[src/rtl/gpio_ctrl_if.sv]
// Data-memory bus bundle for gpio_ctrl: write strobe, word address, write data
// and the combinational read-data return path.
interface gpio_ctrl_if #(
    parameter int WIDTH = 32,
    parameter int CH_W  = 1
);
    logic              we;
    logic [CH_W+1:0]   a;
    logic [WIDTH-1:0]  wd;
    logic [WIDTH-1:0]  rd;

    modport master (output we, a, wd, input rd);
    modport slave  (input we, a, wd, output rd);
endinterface

[src/rtl/gpio_ctrl.sv]
// Memory-mapped GPIO controller: 2**CH_W channels of sync2 input, DOUT, IEN and W1C ISTAT.
// Optional macro GPIO_FALL_EDGE_EN adds a write-only per-bit ECFG edge-polarity register at offset 0.
module gpio_ctrl #(
    parameter int WIDTH = 32,
    parameter int CH_W  = 1
) (
    input  logic                          clk,
    input  logic                          rst,
    gpio_ctrl_if.slave                    bus,
    input  logic [(2**CH_W)*WIDTH-1:0]    gpi,
    output logic [(2**CH_W)*WIDTH-1:0]    gpo,
    output logic                          irq
);
    localparam int NCH = 2**CH_W;

    logic [NCH*WIDTH-1:0] sync1, sync2, prev;
    logic [WIDTH-1:0]     dout      [NCH];
    logic [WIDTH-1:0]     ien       [NCH];
    logic [WIDTH-1:0]     istat     [NCH];
    logic [WIDTH-1:0]     istat_nxt [NCH];
    logic [WIDTH-1:0]     edge_ev   [NCH];
    logic [WIDTH-1:0]     w1c_mask  [NCH];
`ifdef GPIO_FALL_EDGE_EN
    logic [WIDTH-1:0]     ecfg      [NCH];
`endif
    logic [1:0]           prime;
    logic                 primed;
    logic [CH_W-1:0]      sel_ch;
    logic [1:0]           sel_reg;
    logic [WIDTH-1:0]     rd_word;

    assign sel_ch  = bus.a[CH_W+1:2];
    assign sel_reg = bus.a[1:0];
    // Inputs already high at reset would look like edges until prev catches up.
    assign primed  = (prime == 2'd3);

    always_comb begin
        for (int c = 0; c < NCH; c++) begin
`ifdef GPIO_FALL_EDGE_EN
            edge_ev[c] = (sync2[c*WIDTH +: WIDTH] & ~prev[c*WIDTH +: WIDTH] & ~ecfg[c])
                       | (~sync2[c*WIDTH +: WIDTH] & prev[c*WIDTH +: WIDTH] & ecfg[c]);
`else
            edge_ev[c] = sync2[c*WIDTH +: WIDTH] & ~prev[c*WIDTH +: WIDTH];
`endif
            w1c_mask[c]  = (bus.we && sel_ch == CH_W'(c) && sel_reg == 2'd3) ? bus.wd : '0;
            istat_nxt[c] = (istat[c] & ~w1c_mask[c]) | (primed ? edge_ev[c] : '0);
        end
    end

    always_ff @(posedge clk) begin
        if (rst) begin
            sync1 <= '0;
            sync2 <= '0;
            prev  <= '0;
            prime <= 2'd0;
            for (int c = 0; c < NCH; c++) begin
                dout[c]  <= '0;
                ien[c]   <= '0;
                istat[c] <= '0;
`ifdef GPIO_FALL_EDGE_EN
                ecfg[c]  <= '0;
`endif
            end
        end else begin
            sync1 <= gpi;
            sync2 <= sync1;
            prev  <= sync2;
            if (!primed)
                prime <= prime + 2'd1;
            for (int c = 0; c < NCH; c++) begin
                if (bus.we && sel_ch == CH_W'(c)) begin
                    case (sel_reg)
`ifdef GPIO_FALL_EDGE_EN
                        2'd0:    ecfg[c] <= bus.wd;
`endif
                        2'd1:    dout[c] <= bus.wd;
                        2'd2:    ien[c]  <= bus.wd;
                        default: ;
                    endcase
                end
                istat[c] <= istat_nxt[c];
            end
        end
    end

    always_comb begin
        rd_word = '0;
        case (sel_reg)
            2'd0:    rd_word = sync2[int'(sel_ch)*WIDTH +: WIDTH];
            2'd1:    rd_word = dout[sel_ch];
            2'd2:    rd_word = ien[sel_ch];
            default: rd_word = istat[sel_ch];
        endcase
    end
    assign bus.rd = rd_word;

    always_comb begin
        irq = 1'b0;
        gpo = '0;
        for (int c = 0; c < NCH; c++) begin
            gpo[c*WIDTH +: WIDTH] = dout[c];
            irq = irq | (|(istat[c] & ien[c]));
        end
    end
endmodule

[src/flat_wrapper.sv]
// flat-port wrapper written by rule: the top's interface ports become plain ports
module gpio_ctrl_flat 
#(
    parameter int WIDTH = 32,
    parameter int CH_W  = 1
)
  (clk, rst, gpi, gpo, irq, bus_we, bus_a, bus_wd, bus_rd);
  gpio_ctrl_if #(.WIDTH(WIDTH), .CH_W(CH_W)) bus_i ();
  input  logic clk;
  input  logic rst;
  input  logic [(2**CH_W)*WIDTH-1:0] gpi;
  output logic [(2**CH_W)*WIDTH-1:0] gpo;
  output logic irq;
  input wire logic [$bits(bus_i.we)-1:0] bus_we;
  input wire logic [$bits(bus_i.a)-1:0] bus_a;
  input wire logic [$bits(bus_i.wd)-1:0] bus_wd;
  output wire logic [$bits(bus_i.rd)-1:0] bus_rd;
  assign bus_i.we = bus_we;
  assign bus_i.a = bus_a;
  assign bus_i.wd = bus_wd;
  assign bus_rd = bus_i.rd;
  gpio_ctrl #(.WIDTH(WIDTH), .CH_W(CH_W)) u_core (.clk(clk), .rst(rst), .bus(bus_i), .gpi(gpi), .gpo(gpo), .irq(irq));
endmodule
[config.mk]
export PLATFORM = sky130hd
export DESIGN_NAME = gpio_ctrl_flat
export DESIGN_NICKNAME = d
export VERILOG_FILES = /design/src/rtl/gpio_ctrl_if.sv /design/src/rtl/gpio_ctrl.sv /design/src/flat_wrapper.sv
export SDC_FILE = /design/constraint.sdc
export NUM_CORES = 1
export LEC_CHECK = 0
export BUFFER_PORTS_ARGS = -buffer_cell sky130_fd_sc_hd__buf_2
export CAP_MARGIN = 25
export CORE_MARGIN = 1.5
export CORE_UTILIZATION = 40
export CTS_BUF_LIST = sky130_fd_sc_hd__clkbuf_4 sky130_fd_sc_hd__clkbuf_8 sky130_fd_sc_hd__clkbuf_16
export DETAILED_ROUTE_END_ITERATION = 7
export GPL_ROUTABILITY_DRIVEN = 0
export GPL_TIMING_DRIVEN = 0
export PLACE_DENSITY = 0.62
export SYNTH_ARGS = -nofsm -noshare
export SYNTH_HDL_FRONTEND = slang
export SYNTH_SLANG_ARGS = --single-unit
[constraint.sdc]
create_clock -name clk -period 4.3 [get_ports clk]
set_clock_uncertainty 0.1 [all_clocks]
set_input_delay 0.43 -clock clk [delete_from_list [all_inputs] [get_ports clk]]
set_output_delay 0.43 -clock clk [all_outputs]
set_load 0.1 [all_outputs]
==> results_dict.tcl, run 1 <==
set metrics [dict create \
    status "finished, violations left" \
    violations "DRC" \
    crit_required_ns 3.77 \
    wirelength_um 42700 \
    seq_area_frac_synth_pct 62.0 \
    grt_antenna_before_repair 3 \
    final_core_util_pct 49.1 \
    dieHeight_um 194 \
    crit_type "flop to output pin" \
    setup-violations-final 0 \
    max_freq_mhz 305 \
    hold_path.class "input pin to flop" \
    drt.antenna.violating_nets 0 \
    maxSlewViolCount 0 \
    p_per_area_nw_per_um2 491 \
    synthesis.nets 1344 \
    coreArea_um2 35700 \
    start_kind "flop" \
    drv_cap 0 \
    grt-ovfl-total 0 \
    grt_pass1_wl_um 63500 \
    grt_max_degree 33 \
    mostFrequentLayoutCells "dfxtp_1 (258), nand2_1 (217), buf_2 (214)" \
    dr.pass1.iters 7 \
    drt_iter0_drc 777 \
    nets 1590 \
    drive_gt1_share_pct 24.5 \
    cts.sinks 386 \
    root_buffer "clkbuf_16" \
    clockBufferDepth 3 \
    grt_setup_unrepaired "no" \
    worst_setup_path_end_kind "output pin" \
    grtUsageTotal_pct 22.8 \
    wire_per_inst_um 21.6 \
    slew_headroom_pct 33.4 \
    ir_worst_vdd_mv 0.261 \
    rows 69 \
    whs_ns 0.0138 \
    vias_per_cell 5.15 \
    final.period_utilization_pct 76.2 \
    ios 199 \
    finalPower_uw 8600 \
    critPathMaxFanout 2 \
    syn_area_um2 14500 \
    drc 20 \
    ys_types 30 \
    grt_pass1_vias 10300 \
    syn_inst 1241 \
    synth_area_per_cell_um2 11.7 \
    syn_to_final_growth_pct 20.5 \
    htreeDepth 2 \
    initial_utilization_pct 40.8 \
    final_common_cell "dfxtp_1" \
    dp_hpwl_um 31400 \
    via_count 10200 \
    cts_made_buffers 41 \
    ys_warn_count 0 \
    finalCriticalPeriod_ns 3.28 \
    die_w_um 194 \
    finalSetupTns_ns 0 \
    io_buffer_count 196 \
    path_clk_slew_ns 0.06 \
    crit_arrival_ns 2.75 \
    cts_setup_buffers 0 \
    synth-seq-cells 386 \
    p_leak_uw 0.00698 \
    hold_viol 0 \
    post_cts_resized 0 \
    nFillCells 3324 \
    worst_pin_slew_ns 0.998 \
    cts_tree "done" \
    dieArea_um2 37500 \
    insertion_delay_ns 0.52 \
]
[worst max-delay path: stages, from the launching register on]
cell and delay [ns]:
edfxtp_1 0.41, a22o_1 0.25, a221oi_1 0.45, nand4_1 0.19, or4_1 0.59, buf_2 0.33
[Yosys cell counts]
library cell	count	area, µm²
dfxtp_1	258	5160
nand2_1	217	815
nor2b_1	193	1210
edfxtp_1	128	3840
nor2_1	122	458
and2_1	64	400
mux4_2	64	1440
a21oi_1	54	270
clkbuf_1	39	146
buf_2	18	90.1
a22o_1	16	140
inv_1	11	41.3
a32oi_1	10	87.6
a221oi_1	8	70.1
a221oi_2	8	120
buf_1	8	30.0
buf_6	4	45.0
nand4_1	4	25.0
a31o_2	2	17.5
buf_8	2	30.0
o21bai_1	2	15.0
and4_1	1	8.76
and4b_1	1	10.0
buf_4	1	7.51
clkinv_1	1	3.75
ha_1	1	12.5
mux2i_1	1	10.0
nand2b_1	1	6.26
or4_1	1	7.51
xor2_1	1	8.76
[repair_timing]
| item | 4_1_cts | 5_1_grt |
|---|---|---|
| hold endpoints to repair | 4 | 0 |
| setup endpoints to repair | 0 | 0 |
| hold buffers | 4 | 0 |
[logic make-up (layout without fill, tap and decap cells)]
family	Yosys count	count (layout)	share of synthesized area, %
buf+inv	84	359	2.71
fa+ha+maj	1	1	0.0861
compound gates	100	100	4.96
flops	386	386	62.0
xor+xnor	1	1	0.0603
simple gates	604	604	20.2
mux	65	65	9.99
other cells	0	3	0
[state kept, by name, summed over array words and instances, names as in the netlist]
| register | flops |
|---|---|
| u_core.prime | 2 |
| u_core.dout | 64 |
| u_core.ien | 64 |
| u_core.sync1 | 64 |
| u_core.sync2 | 64 |
| u_core.istat | 64 |
| u_core.prev | 64 |
[metrics by stage]
stage,cell area [µm²],setup slack [ns],instances
after global routing,17500,1.02,1979
final,17500,1.02,1980
after floorplan,14500,1.34,1241
after global placement,16100,-0.671,1898
after CTS,17500,1.09,1977
after detailed placement,16200,1.01,1901
[power breakdown]
part           internal (µW)  switching (µW)
logic                    285             926
registers               3950             105
clock network           1960            1380
total                   6190            2410
[path summary, 6_finish.rpt]
| path | slack, ns | from | cells past startpoint | end |
|---|---|---|---|---|
| worst max-delay path | 1.02 | u_core.ien[1][5] | 5 | irq |
| worst min-delay path | 0.01 | gpi[26] | 2 | u_core.sync1[26] |
| worst max register to register | 2.32 | u_core.prime[0] | 7 | u_core.istat[0][23] |
| worst min register to register | 0.33 | u_core.sync1[36] | 1 | u_core.sync2[36] |
[layout make-up]
class	count	area (µm²)	area share, %
Sequential cell	386	9010	51.4
Multi-Input combinational cell	771	5150	29.4
Clock buffer	62	1220	6.97
Timing Repair Buffer	203	1100	6.26
Tap cell	461	577	3.29
Buffer	72	349	1.99
Clock inverter	10	52.6	0.300
Inverter	12	45.0	0.257
Antenna cell	3	7.51	0.0429
[layer usage]
metal  track usage, %  wire, µm
met1             29.6     17700
met2             37.9     20400
met3             4.94      3440
met4             7.64      1200
met5            0.766         0
Power figures use the tool's default switching activity.
==> run 2, diff against run 1 <==
- PLACE_DENSITY: 0.62 -> 0.64
- clock period: 4.3 -> 2.7 ns (I/O delays scaled with it)
==> results_dict.tcl, run 2 (same netlist as run 1, synthesis figures left out) <==
set metrics [dict create \
    pre_cts_slack_ns -0.357 \
    grt_pass1_vias 10500 \
    drv_cap 0 \
    io_buffer_count 196 \
    regToRegSetupSlack_ns 0.65 \
    violations "DRC, setup timing" \
    root_buffer "clkbuf_16" \
    die_w_um 194 \
    grt-ovfl-total 0 \
    critPathLaunch "u_core.ien[1][15]" \
    wirelength_um 43400 \
    mostFrequentLayoutCells "dfxtp_1 (258), nand2_1 (217), buf_2 (213)" \
    setup-violations-final 1 \
    dp_hpwl_um 30900 \
    via_count 10600 \
    clkPwrFrac_pct 40.0 \
    worst_pin_slew_ns 0.998 \
    min-delay-start "bus_wd[25]" \
    crit_required_ns 2.33 \
    critPathMaxFanout 2 \
    worstReg2RegStart "u_core.prime[0]" \
    vias_per_cell 5.13 \
    register_area_um2 9010 \
    finalCriticalPeriod_ns 2.78 \
    path_clk_slew_ns 0.06 \
    hold_viol 0 \
    coreArea_um2 35700 \
    dieHeight_um 194 \
    grt_pass1_wl_um 64900 \
    dr.pass1.iters 7 \
    drt.antenna.violating_nets 0 \
    insertion_delay_ns 0.53 \
    ios 199 \
    rows 69 \
    clockBufferDepth 3 \
    grt_setup_unrepaired "yes" \
    timing.rr.end "u_core.istat[0][23]" \
    final.period_utilization_pct 103 \
    cts.sinks 386 \
    ir_worst_vdd_mv 0.489 \
    p_comb_share_pct 14.5 \
    drc 24 \
    final_core_util_pct 52.1 \
    p_leak_uw 0.00743 \
    crit_type "flop to output pin" \
    grt_antenna_before_repair 1 \
    htreeDepth 2 \
    cts_tree "done" \
    cp_cell_sequence "a22o_1 > a221oi_2 > nand4_1 > or4_4 > buf_12" \
    maxSlewViolCount 0 \
    worst_setup_path_end_kind "output pin" \
    worst_slack_ns -0.0786 \
    power.internal_uw 10200 \
    multi_input_area_um2 5210 \
    drt_iter0_drc 831 \
    hold_path.class "input pin to flop" \
    wire_per_inst_um 21.0 \
    nets 1680 \
    critical_path_depth 5 \
    cts_made_buffers 41 \
    slew_headroom_pct 33.5 \
    rr_worst_depth 7 \
    final_common_cell "dfxtp_1" \
    initial_utilization_pct 40.8 \
    max_freq_mhz 360 \
    dieArea_um2 37500 \
    syn_to_final_growth_pct 27.9 \
    crit_arrival_ns 2.41 \
    switching_share_pct 27.8 \
    grtUsageTotal_pct 23.1 \
    nFillCells 3169 \
    status "finished, violations left" \
    p_per_area_nw_per_um2 764 \
    endpoint "irq" \
    start_kind "flop" \
    seq_power_share_pct 45.5 \
    finalPower_uw 14200 \
    critical_path.top_delay_family "simple AND/OR/NAND/NOR gates" \
    p_switching_uw 3950 \
    cp_num_buf_inv 1 \
    cp_slowest_cell "or4_4" \
    critPathMaxStageDelay_ns 0.58 \
    drive_gt1_share_pct 23.7 \
    grt_max_degree 33 \
]
[run 2: cell types whose count changed in the layout (fill, tap and decap cells not counted), moves of 2 or more]
cell / delta
dlygate4sd3_1: +89
clkbuf_4: -7
a221oi_1: -5
a221oi_2: +3
clkbuf_16: +3
clkbuf_8: +3
a221oi_4: +2
[run 2: cell type report]
cell class | count | area share, %
Clock inverter | 14 | 0.545
Buffer | 72 | 1.88
Clock buffer | 61 | 6.91
Tap cell | 461 | 3.10
Inverter | 12 | 0.242
Antenna cell | 2 | 0.0269
Timing Repair Buffer | 293 | 10.8
Multi-Input combinational cell | 771 | 28.0
Sequential cell | 386 | 48.5
[run 2: what timing repair did]
item                                   in CTS  in global routing
resized for setup                          10                  2
buffers inserted                            1                  0
setup endpoints to repair                   1                  1
endpoints found under the hold margin     119                  0
pin swaps                                   5                  0
hold buffers                               93                  0
[run 2: worst register-to-register path, stage by stage, from the launching register on]
cell     delay [ns]
dfxtp_1        0.36
ha_1           0.19
buf_2          0.29
buf_1          0.65
nand2_1        0.12
nor2_1         0.14
a21oi_1        0.05
nor2_1         0.08
[run 2: power by group through the flow]
| stage | Combinational, µW | Sequential [µW] | Clock, µW |
|---|---|---|---|
| 2_1_floorplan | 950 | 7010 | 0 |
| 3_3_place_gp | 1900 | 6570 | 0 |
| 3_5_place_dp | 1930 | 6570 | 0 |
| 4_1_cts | 2070 | 6450 | 5750 |
| 5_1_grt | 2160 | 6480 | 5980 |
| 6_report | 2070 | 6460 | 5670 |
[run 2: worst min-delay path by stage]
stage | to | slack, ns | depth (start not counted)
global placement | u_core.sync2[57] | 0.32 | 1
finish | u_core.istat[1][25] | 0.01 | 4
global route | u_core.istat[1][22] | 0.02 | 4
floorplan | u_core.sync1[0] | 0.30 | 1
detailed placement | u_core.sync2[25] | 0.32 | 1
CTS | u_core.istat[1][13] | 0.002 | 4
[run 2: stage by stage]
step	setup TNS [ns]	instances	hold WS, ns	cell area (µm²)
2_1_floorplan	-6.54	1241	0.298	14500
3_3_place_gp	-133.28	1898	0.321	16100
6_report	-0.0786	2072	0.0105	18600
5_1_grt	-0.119	2071	0.0205	18600
3_5_place_dp	-21.43	1901	0.320	16200
4_1_cts	-0.0604	2070	0.00199	18600
[run 2: per-layer routing]
layer	wire (µm)	global-route usage [%]
met5	0	0
met4	1050	5.95
met3	3320	3.98
met2	20700	38.4
met1	18400	31.2
==> run 3, diff against run 2 <==
==> constraint.sdc (replaced) <==
create_clock -name clk -period 2.7 [get_ports clk]
set_clock_uncertainty 0.1 [all_clocks]
set_input_delay 0.54 -clock clk [delete_from_list [all_inputs] [get_ports clk]]
set_output_delay 0.54 -clock clk [all_outputs]
set_load 0.1 [all_outputs]
==> results_dict.tcl, run 3 (same netlist as run 1, synthesis figures left out) <==
set metrics [dict create \
    status "finished, violations left" \
    violations "DRC, setup timing" \
    cts_tree "done" \
    nets 1586 \
    routed-wl-met2_um 20400 \
    grtUsageTotal_pct 22.7 \
    grt-ovfl-total 0 \
    grt_antenna_before_repair 1 \
    ios 199 \
    coreArea_um2 35700 \
    hold_path.class "input pin to flop" \
    syn_to_final_growth_pct 22.6 \
    drv_cap 0 \
    drt_iter0_drc 821 \
    grt_max_degree 33 \
    io_buffer_count 196 \
    whs_ns 0.113 \
    routed.top_layer "met4" \
    insertion_delay_ns 0.53 \
    cp_cell_sequence "a22o_1 > a221oi_2 > nand4_1 > or4_4 > buf_12" \
    htreeDepth 2 \
    final.period_utilization_pct 113 \
    clockBufferDepth 3 \
    final_core_util_pct 50.0 \
    dieHeight_um 194 \
    worst_slack_ns -0.355 \
    wirelength_um 42800 \
    ir_worst_vdd_mv 0.494 \
    initial_utilization_pct 40.8 \
    finalCriticalPeriod_ns 3.05 \
    via_count 10300 \
    p_leak_uw 0.00709 \
    start_kind "flop" \
    drc 12 \
    grt_pass1_wl_um 63800 \
    worst_setup_path_end_kind "output pin" \
    slew_headroom_pct 41.1 \
    cts.sinks 386 \
    maxSlewViolCount 0 \
    critPathMaxFanout 2 \
    final_common_cell "dfxtp_1" \
    path_clk_slew_ns 0.06 \
    cts_hold_buffers 0 \
    dp_hpwl_um 30900 \
    grt_setup_unrepaired "yes" \
    mostFrequentLayoutCells "dfxtp_1 (258), nand2_1 (216), nor2b_1 (193)" \
    cts_made_buffers 41 \
    critPathMaxStageDelay_ns 0.59 \
    vias_per_cell 5.20 \
    grt_pass1_vias 10200 \
    root_buffer "clkbuf_16" \
    max_freq_mhz 327 \
    dieArea_um2 37500 \
    dr.pass1.iters 7 \
    crit_arrival_ns 2.41 \
    routed-wl-met3_um 3340 \
    p_per_area_nw_per_um2 794 \
    crit_required_ns 2.06 \
    worst_pin_slew_ns 0.884 \
    die_w_um 194 \
    drive_gt1_share_pct 25.5 \
    cp_slowest_cell "or4_4" \
    rows 69 \
    setup-violations-final 1 \
    crit_type "flop to output pin" \
    hold_viol 0 \
    wire_per_inst_um 21.6 \
    drt.antenna.violating_nets 0 \
    met1_length_um 18100 \
]
## run 3: what timing repair did
| action | 4_1_cts | 5_1_grt |
|---|---|---|
| pin swaps | 5 | 0 |
| resized for setup | 49 | 21 |
| setup buffers | 1 | 0 |
| endpoints found under the setup margin | 85 | 43 |
| endpoints found under the hold margin | 0 | 0 |
| cloned | 0 | 0 |
## run 3: cell type report
type	count	area, µm²
antenna	1	2.50
buffer	71	402
clock buffer	61	1280
clock inverter	14	101
fill	3220	17800
inverter	12	46.3
multi-input combinational	771	5230
sequential	386	9010
tap	461	577
timing repair buffer	200	1170
## run 3: worst max-delay path, delay by kind of cell (launching register included)
kind                   cells  cell delay, ns
AO/OA/AOI/OAI              2            0.49
AND/OR/NAND/NOR            2            0.73
flip-flops                 1            0.46
buffers and inverters      1            0.19
## run 3: metal layers
layer / GRT usage (%) / vias to the layer above
met2: 37.6 / 439
met3: 4.21 / 70
li1: - / 4707
met1: 31.0 / 5066
met5: 0 / -
met4: 5.60 / 0
## run 3: report_power, final
group / internal [µW] / switching (µW) / leakage [µW]
Sequential: 6280 / 175 / 0.00335
Combinational: 519 / 1490 / 0.00304
Clock: 3400 / 2280 / 0.000704
Total: 10200 / 3940 / 0.00709
## run 3: final timing paths
path / start / endpoint / slack, ns / cells past startpoint
worst max-delay path: u_core.ien[1][15] / irq / -0.35 / 5
worst min-delay path: gpi[33] / u_core.sync1[33] / 0.11 / 2
worst max register to register: u_core.prime[0] / u_core.istat[0][23] / 0.67 / 7
worst min register to register: u_core.sync1[22] / u_core.sync2[22] / 0.34 / 1
## run 3: metrics by stage
step | TNS (ns) | setup WS (ns) | power [µW] | cell area, µm² | std cells
after global placement | -173.29 | -2.28 | 8470 | 16100 | 1898
after CTS | -0.330 | -0.330 | 14200 | 17700 | 1977
after floorplan | -23.82 | -0.372 | 7960 | 14500 | 1241
final | -0.355 | -0.355 | 14100 | 17800 | 1977
after detailed placement | -60.01 | -0.627 | 8500 | 16200 | 1901
after global routing | -0.389 | -0.389 | 14600 | 17800 | 1977
